File: config.mk
export PLATFORM = sky130hd
export DESIGN_NAME = mem_ctrl
export DESIGN_NICKNAME = d
export VERILOG_FILES = /design/src/rtl/mem_ctrl.sv
export SDC_FILE = /design/constraint.sdc
export NUM_CORES = 1
export LEC_CHECK = 0
export CORE_ASPECT_RATIO = 1.1
export CORE_MARGIN = 3
export CORE_UTILIZATION = 45
export CTS_BUF_LIST = sky130_fd_sc_hd__clkbuf_4 sky130_fd_sc_hd__clkbuf_8
export CTS_CLUSTER_DIAMETER = 60
export DETAILED_ROUTE_END_ITERATION = 16
export PLACE_DENSITY = 0.85
export SLEW_MARGIN = 40
export SYNTH_ARGS = -nofsm -noshare
export SYNTH_HDL_FRONTEND = slang
export SYNTH_SLANG_ARGS = --single-unit
File: constraint.sdc
create_clock -name clka -period 2.1 [get_ports clka]
set_input_delay 0.63 -clock clka [delete_from_list [all_inputs] [get_ports clka]]
set_output_delay 0.63 -clock clka [all_outputs]
set_load 0.01 [all_outputs]
File: src/rtl/mem_ctrl.sv
// mem_ctrl: single-port block-RAM controller with CPU handshake; define MEM_CTRL_READBACK_EN to add write readback verification
module mem_ctrl #(
  parameter int ADDR_W = 12,
  parameter int DATA_W = 16,
  parameter int RD_LAT = 1
) (
  input  logic              clka,
  input  logic              rsta_n,
  input  logic              mem_read,
  input  logic              mem_write,
  input  logic [ADDR_W-1:0] addr,
  input  logic [DATA_W-1:0] wdata,
  output logic              busy,
  output logic              ack,
  output logic [DATA_W-1:0] rdata,
  output logic              err,
  output logic              verify_err,
  output logic              wea,
  output logic [ADDR_W-1:0] addra,
  output logic [DATA_W-1:0] dina,
  input  logic [DATA_W-1:0] douta
);
  typedef enum logic [2:0] {IDLE, WRITE, READ, VERIFY, DONE} state_t;
  localparam int CW = RD_LAT > 1 ? $clog2(RD_LAT) : 1;
  state_t state, state_nxt;
  logic [CW-1:0] cnt;
  logic lat_end, start_rd, start_wr;
  assign start_rd = state == IDLE && mem_read && !mem_write;
  assign start_wr = state == IDLE && mem_write && !mem_read;
  assign lat_end = cnt == CW'(RD_LAT - 1);
  assign busy = state != IDLE;
  assign ack = state == DONE;
  // next-state: READ/VERIFY dwell for RD_LAT cycles, tracked by cnt
  always_comb begin
    state_nxt = state;
    case (state)
      IDLE:   state_nxt = start_wr ? WRITE : start_rd ? READ : IDLE;
`ifdef MEM_CTRL_READBACK_EN
      WRITE:  state_nxt = VERIFY;
      VERIFY: state_nxt = lat_end ? DONE : VERIFY;
`else
      WRITE:  state_nxt = DONE;
`endif
      READ:   state_nxt = lat_end ? DONE : READ;
      DONE:   state_nxt = IDLE;
      default: state_nxt = IDLE;
    endcase
  end
  // state, latency counter, registered blockmem drive, read capture and sticky error
  always_ff @(posedge clka) begin
    if (!rsta_n) begin
      state <= IDLE;
      cnt   <= '0;
      wea   <= 1'b0;
      addra <= '0;
      dina  <= '0;
      rdata <= '0;
      err   <= 1'b0;
    end else begin
      state <= state_nxt;
      cnt   <= (state != IDLE && state_nxt == state) ? cnt + 1'b1 : '0;
      wea   <= start_wr;
      if (start_wr || start_rd) begin
        addra <= addr;
        dina  <= wdata;
      end
      if (state == IDLE && mem_read && mem_write) err <= 1'b1;
      if (state == READ && lat_end) rdata <= douta;
    end
  end
`ifdef MEM_CTRL_READBACK_EN
  // readback compare on the last VERIFY edge; sticky until reset
  always_ff @(posedge clka) begin
    if (!rsta_n) verify_err <= 1'b0;
    else if (state == VERIFY && lat_end && douta != dina) verify_err <= 1'b1;
  end
`else
  assign verify_err = 1'b0;
`endif
endmodule

Word level (Yosys, flattened, before mapping). Cells that the tools add are included. W data, S select, Z words.

Bits in registers: 50. Input bits: 48. Output and inout bits: 49. Logic and storage cells: 30.

Add/sub/neg operators: 1. Equality and inequality tests: 4. Mux-type cells: 4. Bitwise logic cells: 1. Reduce and logical (&&, ||, !) cells: 13.

Operators with widths (number): $pmux W3 S3 (1); $logic_and A1 B1 Y1 (7); $mux W2 (2); $eq A3 B1 Y1 const B (1); $eq A3 B2 Y1 const B (1); $eq A3 B3 Y1 (1); $eq A3 B3 Y1 const B (1); $logic_not A3 Y1 (1); $mux W3 (1); $reduce_bool A3 Y1 (1); $logic_not A1 Y1 (2); $reduce_and A2 Y1 (1); $add A1 B1 Y1 const B (1); $logic_or A1 B1 Y1 (1); $not A1 Y1 (1).

Longest topological paths before layout. Gate-level depths: netlist (run 1).

Depth after elaboration: 9. Depth in mapped cells: 5. Depth with buffers taken out: 4.

Worst setup path after synthesis (run 1). OpenSTA, ideal clock, no wires.

Kind: in2reg. Start point: input rsta_n. End point: register addra[10]. Setup time: 72 ps. Arrival time: 1479 ps. Required time: 2028 ps. Setup slack: 549 ps. Stages: 5. Buffers on the path: 3. Cells stage by stage: clkbuf_1 > clkbuf_1 > clkbuf_1 > nand2_1 > mux2i_1.

RTL lines: start, declared (line 8) `input logic rsta_n,`; end signal, assigned (line 64) `addra <= addr;`; end, declared (line 19) `output logic [ADDR_W-1:0] addra,`.

Worst setup path in the final report (run 1).
Start point: register state[1]. End point: output busy.

Word-level cells in the longest chain between the ends: 1.

Ends and longest elaborated chain: start, declared (line 25) `state_t state, state_nxt;`; start signal, assigned (line 60) `state <= state_nxt;`; $reduce_bool A3 Y1 (line 31) `assign busy = state != IDLE;`; end, declared (line 13) `output logic busy,`.

No other way between the ends.

==> metrics.md, run 1 <==
| Metric | Value |
|---|---|
| Global-route wire length before repair | `7.596 mm` |
| Post-route ant nets | `0` |
| F_max | `511.3 MHz` |
| Die height | `75.69 um` |
| CTS Hold Bufs | `0` |
| Clock skew | `0.002407 ns` |
| Synth top area share | `0.5038` |
| Minimum clock period | `1.956 ns` |
| Outcome | `finished, final reports clean` |
| Post-DP Area | `2984 sq um` |
| Final wirelength | `4.537 mm` |
| Core box area | `4114 sq um` |
| Setup violations, final | `0` |
| Antenna Cells | `0` |
| Post-CTS setup buffer count | `0` |
| HPWL after detailed placement | `3.370 mm` |
| Commonest cells after routing, fill and taps aside | `clkdlybuf4s50_1, nand2_1, dfxtp_1` |
| Die X | `69.36 um` |
| Fin area | `3082 sq um` |
| GRT Residual Overflow | `0` |
| Hold Path Class | `register to register` |
| Worst VDD drop | `0.0004233 V` |
| Global-route usage over all layers | `0.1787` |
| Cell count after synthesis | `215` |
| Initial DRC count | `96` |
| Number of global-route vias before repair | `1690` |
| Synth top area cells | `dfxtp_1, nand2_1, mux2i_1` |
| IO Pins | `97` |
| Initial antenna violation count | `0` |
| Critical path peak fanout | `7` |
| Share of cells above drive strength 1 | `0.06494` |
| TritonCTS clock tree | `done` |
| CP Cell Sequence | `nor3_4 > inv_2 > dlygate4sd2_1` |
| Starting Density | `0.4830` |
| Ys Warns | `0` |
| Drt drc | `0` |
| Clock sinks | `50` |
| Period Utilization, post-route | `0.9313` |
| Mean Syn Cell Area | `9.241 sq um` |
| Sequential-to-total area share from yosys stat | `0.5038` |
| Worst-Skew Late Latency | `0.29 ns` |
| Top cell type by total area after synthesis | `dfxtp_1` |
| Synth cell types | `24` |
| Final hold vios | `0` |
| RSZ-0062 raised after global routing | `no` |
| WL/cell | `12.60 um` |
| P_leak | `1.208 nW` |
| CTS clk-pin slew, worst paths | `0.08 ns` |
| Setup TNS | `0 ns` |
| Arrival @ worst endpoint | `1.33 ns` |
| Vias after detailed routing | `1714` |
| Largest net degree at the start of global routing | `32` |
| Synth Cell Area | `1987 sq um` |
| WS Path Type | `register to primary output` |
| Vias per std cell | `4.761` |
| Total CTS buffers | `5` |
| Max_cap viols | `0` |
| Nets | `356` |
| GPL Wtd Cong | `0.7370` |
| CP max stage cell | `dfxtp_2` |
| Worst setup EP type | `primary output` |
| Worst EP required | `1.47 ns` |
| PwrDens | `659.3 nW/um^2` |
| CP startpoint kind | `register` |
| Total die area | `5249 sq um` |
| Commonest non-fill, non-tap cell in the layout | `clkdlybuf4s50_1` |
| Max Transition Viols Final | `0` |
| Clock buffer depth | `2` |
| Layout area overhead | `55.10%` |
| Delay of the slowest critical-path stage | `0.38 ns` |
| Rel. slew slack | `0.6510` |
| Slew @ Worst Pin | `0.5236 ns` |
| H-tree depth | `2` |
| Port Buffers | `95` |
| Rows | `24` |
| CTS root buf | `clkbuf_8` |
| Pre-Repair DR Iteration Count | `4` |
| Yosys reg bits | `50` |
==> worst max-delay path, delay by kind of cell (launching register included) <==
kind / cells / cell delay [ns]
buf+inv: 2 / 0.40
flops: 1 / 0.38
simple gates: 1 / 0.26
==> stage by stage <==
| stage | instances | power (mW) | utilization | hold WS [ns] | worst slack (ns) |
|---|---|---|---|---|---|
| 2_1_floorplan | 216 | 1.276 | - | 0.4790 | 0.5490 |
| 3_3_place_gp | 353 | 1.514 | 0.7254 | 0.4410 | 0.09502 |
| 3_5_place_dp | 353 | 1.521 | 0.7254 | 0.4468 | 0.05823 |
| 4_1_cts | 360 | 2.054 | 0.7485 | 0.4602 | 0.007649 |
| 5_1_grt | 360 | 2.126 | 0.7491 | 0.4760 | 0.08263 |
| 6_report | 360 | 2.032 | 0.7491 | 0.4564 | 0.1443 |
==> timing repair <==
action,CTS,global route
pin swaps,0,0
endpoints found under the setup margin,2,1
resized for setup,6,1
==> worst paths after layout <==
kind | from | to | slack [ns] | depth (start not counted)
worst max register to register | state[0] | rdata[2] | 0.55 | 3
worst min register to register | rdata[10] | rdata[10] | 0.46 | 2
worst min-delay path | rdata[10] | rdata[10] | 0.46 | 2
worst max-delay path | state[1] | busy | 0.14 | 3
==> registers in the layout, summed over array words and instances, names as in the netlist <==
register	cells
dina	16
rdata	16
addra	12
state	3
cnt	1
err	1
wea	1
==> power by group <==
group	internal [mW]	switching, mW	total, mW
Sequential	1.01	0.0413	1.05
Clock	0.256	0.279	0.534
Combinational	0.271	0.174	0.445
Total	1.54	0.493	2.03
==> synth_stat cells <==
cell      instances
inv_2             1
and4b_1           2
nor2b_1           1
clkbuf_1          9
nor4b_1           1
dfxtp_1          50
nor2_1            1
a21boi_1         10
buf_4             1
nand2_1          88
buf_6             1
nor3b_1           3
a21oi_1           1
mux2i_1          29
nor4b_4           1
or4b_1            1
nor3_2            1
nor2_8            1
a31oi_1           1
buf_2             2
a21boi_0          6
xnor2_1           1
conb_1            1
buf_8             2
==> metal layers <==
metal  part of all wire  vias up  track usage
li1                   -      880            -
met1               0.45      755       0.2098
met2               0.45       75       0.3093
met3              0.091        4      0.06860
met4             0.0084        0      0.05206
met5                  0        -            0
==> cells by family (layout without fill, tap and decap cells) <==
logic type	Yosys count	after routing	synth area share
AO/OA/AOI/OAI	18	18	0.06612
other	1	2	0.001887
buffers and inverters	16	108	0.04849
flip-flops	50	50	0.5038
multiplexers	29	29	0.1461
AND/OR/NAND/NOR	100	100	0.2292
XOR/XNOR	1	1	0.004409
==> area by class of cell <==
| type | instances | area (sq um) |
|---|---|---|
| timing repair buffer | 100 | 1022 |
| tap | 52 | 65.06 |
| clock buffer | 7 | 83.83 |
| inverter | 1 | 3.754 |
| fill | 317 | 1032 |
| multi-input combinational | 150 | 899.6 |
| sequential | 50 | 1007 |
No activity file was read; power rests on OpenSTA's default activity.
==> run 2: changes to the inputs <==
--- a/config.mk
+++ b/config.mk
@@ -5,13 +5,13 @@
 export SDC_FILE = /design/constraint.sdc
 export NUM_CORES = 1
 export LEC_CHECK = 0
-export CORE_ASPECT_RATIO = 1.1
+export ABC_AREA = 1
 export CORE_MARGIN = 3
-export CORE_UTILIZATION = 45
+export CORE_UTILIZATION = 43
 export CTS_BUF_LIST = sky130_fd_sc_hd__clkbuf_4 sky130_fd_sc_hd__clkbuf_8
 export CTS_CLUSTER_DIAMETER = 60
 export DETAILED_ROUTE_END_ITERATION = 16
-export PLACE_DENSITY = 0.85
+export PLACE_DENSITY = 0.79
 export SLEW_MARGIN = 40
 export SYNTH_ARGS = -nofsm -noshare
 export SYNTH_HDL_FRONTEND = slang
==> constraint.sdc (replaced) <==
create_clock -name clka -period 2.15 [get_ports clka]
set_input_delay 0.645 -clock clka [delete_from_list [all_inputs] [get_ports clka]]
set_output_delay 0.645 -clock clka [all_outputs]
set_load 0.01 [all_outputs]
==> run 2 against run 1 <==
Net effect: non-clock buffer count rose by 1; first-iteration DRC count fell by 46%; largest power group unchanged; critical endpoint unchanged; register-to-register slack improved by 0.36 ns; clock-buffer cell count did not move; total power rose by 4.5%; sequential share of layout area fell by 1.7 points; via count rose by 23%; core utilization fell by 7.2 points; global-route usage fell by 1.1 points; largest cell class unchanged; clock skew rose by 0.0037 ns; sequential power barely moved.
==> metrics.md, run 2 <==
| Metric | Value |
|---|---|
| GRT Residual Overflow | `0` |
| Rel. slew slack | `0.6520` |
| CTS root buf | `clkbuf_8` |
| Top Registers | `dina x16, rdata x16, addra x12` |
| Worst VDD drop | `0.0004651 V` |
| GPL Wtd Cong | `0.7259` |
| Die height | `76.60 um` |
| Post-synthesis compound-gate area fraction | `0.07472` |
| IO Pins | `97` |
| Largest net degree at the start of global routing | `47` |
| Hold path depth | `2` |
| Setup TNS | `0 ns` |
| Commonest cells after routing, fill and taps aside | `clkdlybuf4s50_1, nor2_1, nand2_1` |
| Clock skew | `0.006123 ns` |
| PwrDens | `655.6 nW/um^2` |
| H-tree depth | `2` |
| Layout area overhead | `51.14%` |
| Critical path peak fanout | `4` |
| Core box area | `4786 sq um` |
| Share of cells above drive strength 1 | `0.05473` |
| Synth top area cells | `dfxtp_1, nor2_1, nand2_1` |
| Global-route wire length before repair | `8.114 mm` |
| Drt drc | `0` |
| TritonCTS clock tree | `done` |
| Pre-Repair DR Iteration Count | `4` |
| Global-route usage over all layers | `0.1679` |
| Period Utilization, post-route | `0.9593` |
| CP Cell Sequence | `nor3_2 > inv_1 > clkdlybuf4s50_1` |
| Starting Density | `0.4478` |
| RR Startpoint | `state[0]` |
| Flop2flop setup slack | `0.91 ns` |
| Outcome | `finished, final reports clean` |
| Top-count cell post-synth | `nor2_1` |
| CTS clk-pin slew, worst paths | `0.08 ns` |
| Final wirelength | `4.978 mm` |
| Synth Area in XOR/XNOR | `0` |
| Worst EP required | `1.50 ns` |
| Initial antenna violation count | `0` |
| Final hold vios | `0` |
| Max_cap viols | `0` |
| Number of global-route vias before repair | `1843` |
| Async SR Flop Fraction | `0` |
| Ys Warns | `0` |
| Cell count after synthesis | `313` |
| Clock buffer depth | `2` |
| Post-Place Cells | `461` |
| Synth Cell Area | `2143 sq um` |
| Mean Syn Cell Area | `6.848 sq um` |
| Fillcell total | `425` |
| Post-Synth Simple-Gate Area | `0.3123` |
| Hold Path Class | `register to register` |
| Worst-Skew Late Latency | `0.30 ns` |
| WS Path Type | `register to primary output` |
| CP max stage cell | `clkdlybuf4s50_1` |
| F_max | `484.8 MHz` |
| Sequential-to-total area share from yosys stat | `0.4670` |
| Max Transition Viols Final | `0` |
| Synth top area share | `0.4670` |
| Post-route ant nets | `0` |
| EDFF count, synth | `0` |
| WL/cell | `10.61 um` |
| Pwr Total | `2.124 mW` |
| Die X | `76.60 um` |
| Antenna Cells | `0` |
| CP startpoint kind | `register` |
| Top cell type by total area after synthesis | `dfxtp_1` |
| Adder-cell share of the synthesized area | `0` |
| Vias per std cell | `4.501` |
| Setup violations, final | `0` |
| Slew @ Worst Pin | `0.5220 ns` |
| Rows | `25` |
| P_leak | `1.531 nW` |
| Worst setup EP type | `primary output` |
| Mux cell area share after synthesis | `0` |
| CTS Hold Bufs | `0` |
| RSZ-0062 raised after global routing | `no` |
| Port Buffers | `95` |
| Commonest non-fill, non-tap cell in the layout | `clkdlybuf4s50_1` |
| Total die area | `5868 sq um` |
| Vias after detailed routing | `2111` |
| Initial DRC count | `52` |
| Total CTS buffers | `5` |
| Main combinational cell family by area after synthesis | `simple AND/OR/NAND/NOR gates` |
| Reg-to-reg endpoint | `rdata[3]` |
| Yosys reg bits | `50` |
| Post-CTS setup buffer count | `0` |
| Synth cell count leaders | `nor2_1, nand2_1, dfxtp_1` |
| Top FF cell, synth | `dfxtp_1` |
| Nets | `449` |
| Clock sinks | `50` |
| Arrival @ worst endpoint | `1.42 ns` |
| Minimum clock period | `2.063 ns` |
| Hold Path Sink | `state[1]` |
| Non-Filler Instances | `469` |
| Hold path startpoint | `cnt` |
| Register-to-Register Path Depth | `6` |
| Synth cell types | `19` |
| HPWL after detailed placement | `3.489 mm` |
| Delay of the slowest critical-path stage | `0.47 ns` |
[run 2: changes by cell type in the layout (fill, tap and decap cells not counted), sizes merged, moves of 2 or more]
| cell | previous run | this run |
|---|---|---|
| a21oi | 1 | 31 |
| nand2 | 88 | 60 |
| inv | 1 | 49 |
| nand3 | 0 | 31 |
| and4b | 2 | 0 |
| nor3b | 3 | 1 |
| nor4b | 2 | 0 |
| nor2 | 2 | 65 |
| mux2i | 29 | 0 |
| a21boi | 16 | 0 |
[run 2: critical path, delay by kind of cell (launching register included)]
kind | cells | cell delay [ns]
AND/OR/NAND/NOR | 1 | 0.23
buffers and inverters | 2 | 0.53
flip-flops | 1 | 0.36
[run 2: worst max path at each step]
stage / slack, ns / cells past startpoint / from / to
after detailed placement: 0.17 / 7 / mem_write / dina[3]
after CTS: 0.01 / 2 / state[1] / ack
after global placement: 0.24 / 7 / mem_write / addra[10]
after global routing: 0.02 / 3 / state[2] / busy
final: 0.09 / 3 / state[2] / busy
after floorplan: 0.67 / 7 / mem_write / addra[10]
[run 2: power breakdown]
group          total, mW  internal [mW]  switching (mW)
clock              0.567          0.273           0.295
combinational      0.514          0.288           0.226
sequential          1.04           1.00          0.0414
[run 2: cells by family after synthesis]
| logic type | Yosys count |
|---|---|
| compound gates | 32 |
| buf+inv | 70 |
| flops | 50 |
| other cells | 1 |
| simple gates | 160 |
[run 2: per-layer routing]
layer | global-route usage | share of wire | vias to the layer above
li1 | - | - | 1115
met1 | 0.2040 | 0.47 | 907
met2 | 0.2680 | 0.44 | 84
met3 | 0.07329 | 0.088 | 5
met4 | 0.05072 | 0.0080 | 0
met5 | 0 | 0 | -
[run 2: repair_timing]
action	4_1_cts	5_1_grt
resized for setup	2	2
pin swaps	0	1
endpoints found under the setup margin	2	2
gates cloned	0	0
[run 2: through the flow]
step	hold slack, ns	worst slack (ns)	instance area [sq um]	utilization
after floorplan	0.4558	0.6663	2147	-
after global placement	0.4474	0.2430	3134	0.6549
after detailed placement	0.4660	0.1717	3134	0.6549
after CTS	0.4853	0.01158	3236	0.6761
after global routing	0.5055	0.02010	3239	0.6769
final	0.4787	0.08742	3239	0.6769
[run 2: final cells by class]
type	instances	area [sq um]	share of cell area
inverter	49	183.9	0.05678
multi-input combinational	194	842.1	0.2599
sequential	50	1003	0.3098
clock inverter	1	5.005	0.001545
timing repair buffer	101	1031	0.3183
clock buffer	7	90.09	0.02781
tap	67	83.83	0.02588
==> run 3: changes to the inputs <==
--- a/config.mk
+++ b/config.mk
@@ -12,7 +12,7 @@
 export CTS_CLUSTER_DIAMETER = 60
 export DETAILED_ROUTE_END_ITERATION = 16
 export PLACE_DENSITY = 0.79
-export SLEW_MARGIN = 40
+export SLEW_MARGIN = 20
 export SYNTH_ARGS = -nofsm -noshare
 export SYNTH_HDL_FRONTEND = slang
 export SYNTH_SLANG_ARGS = --single-unit
==> results of run 3 <==
Final layout, timing and power as in run 2 (identical DEF).
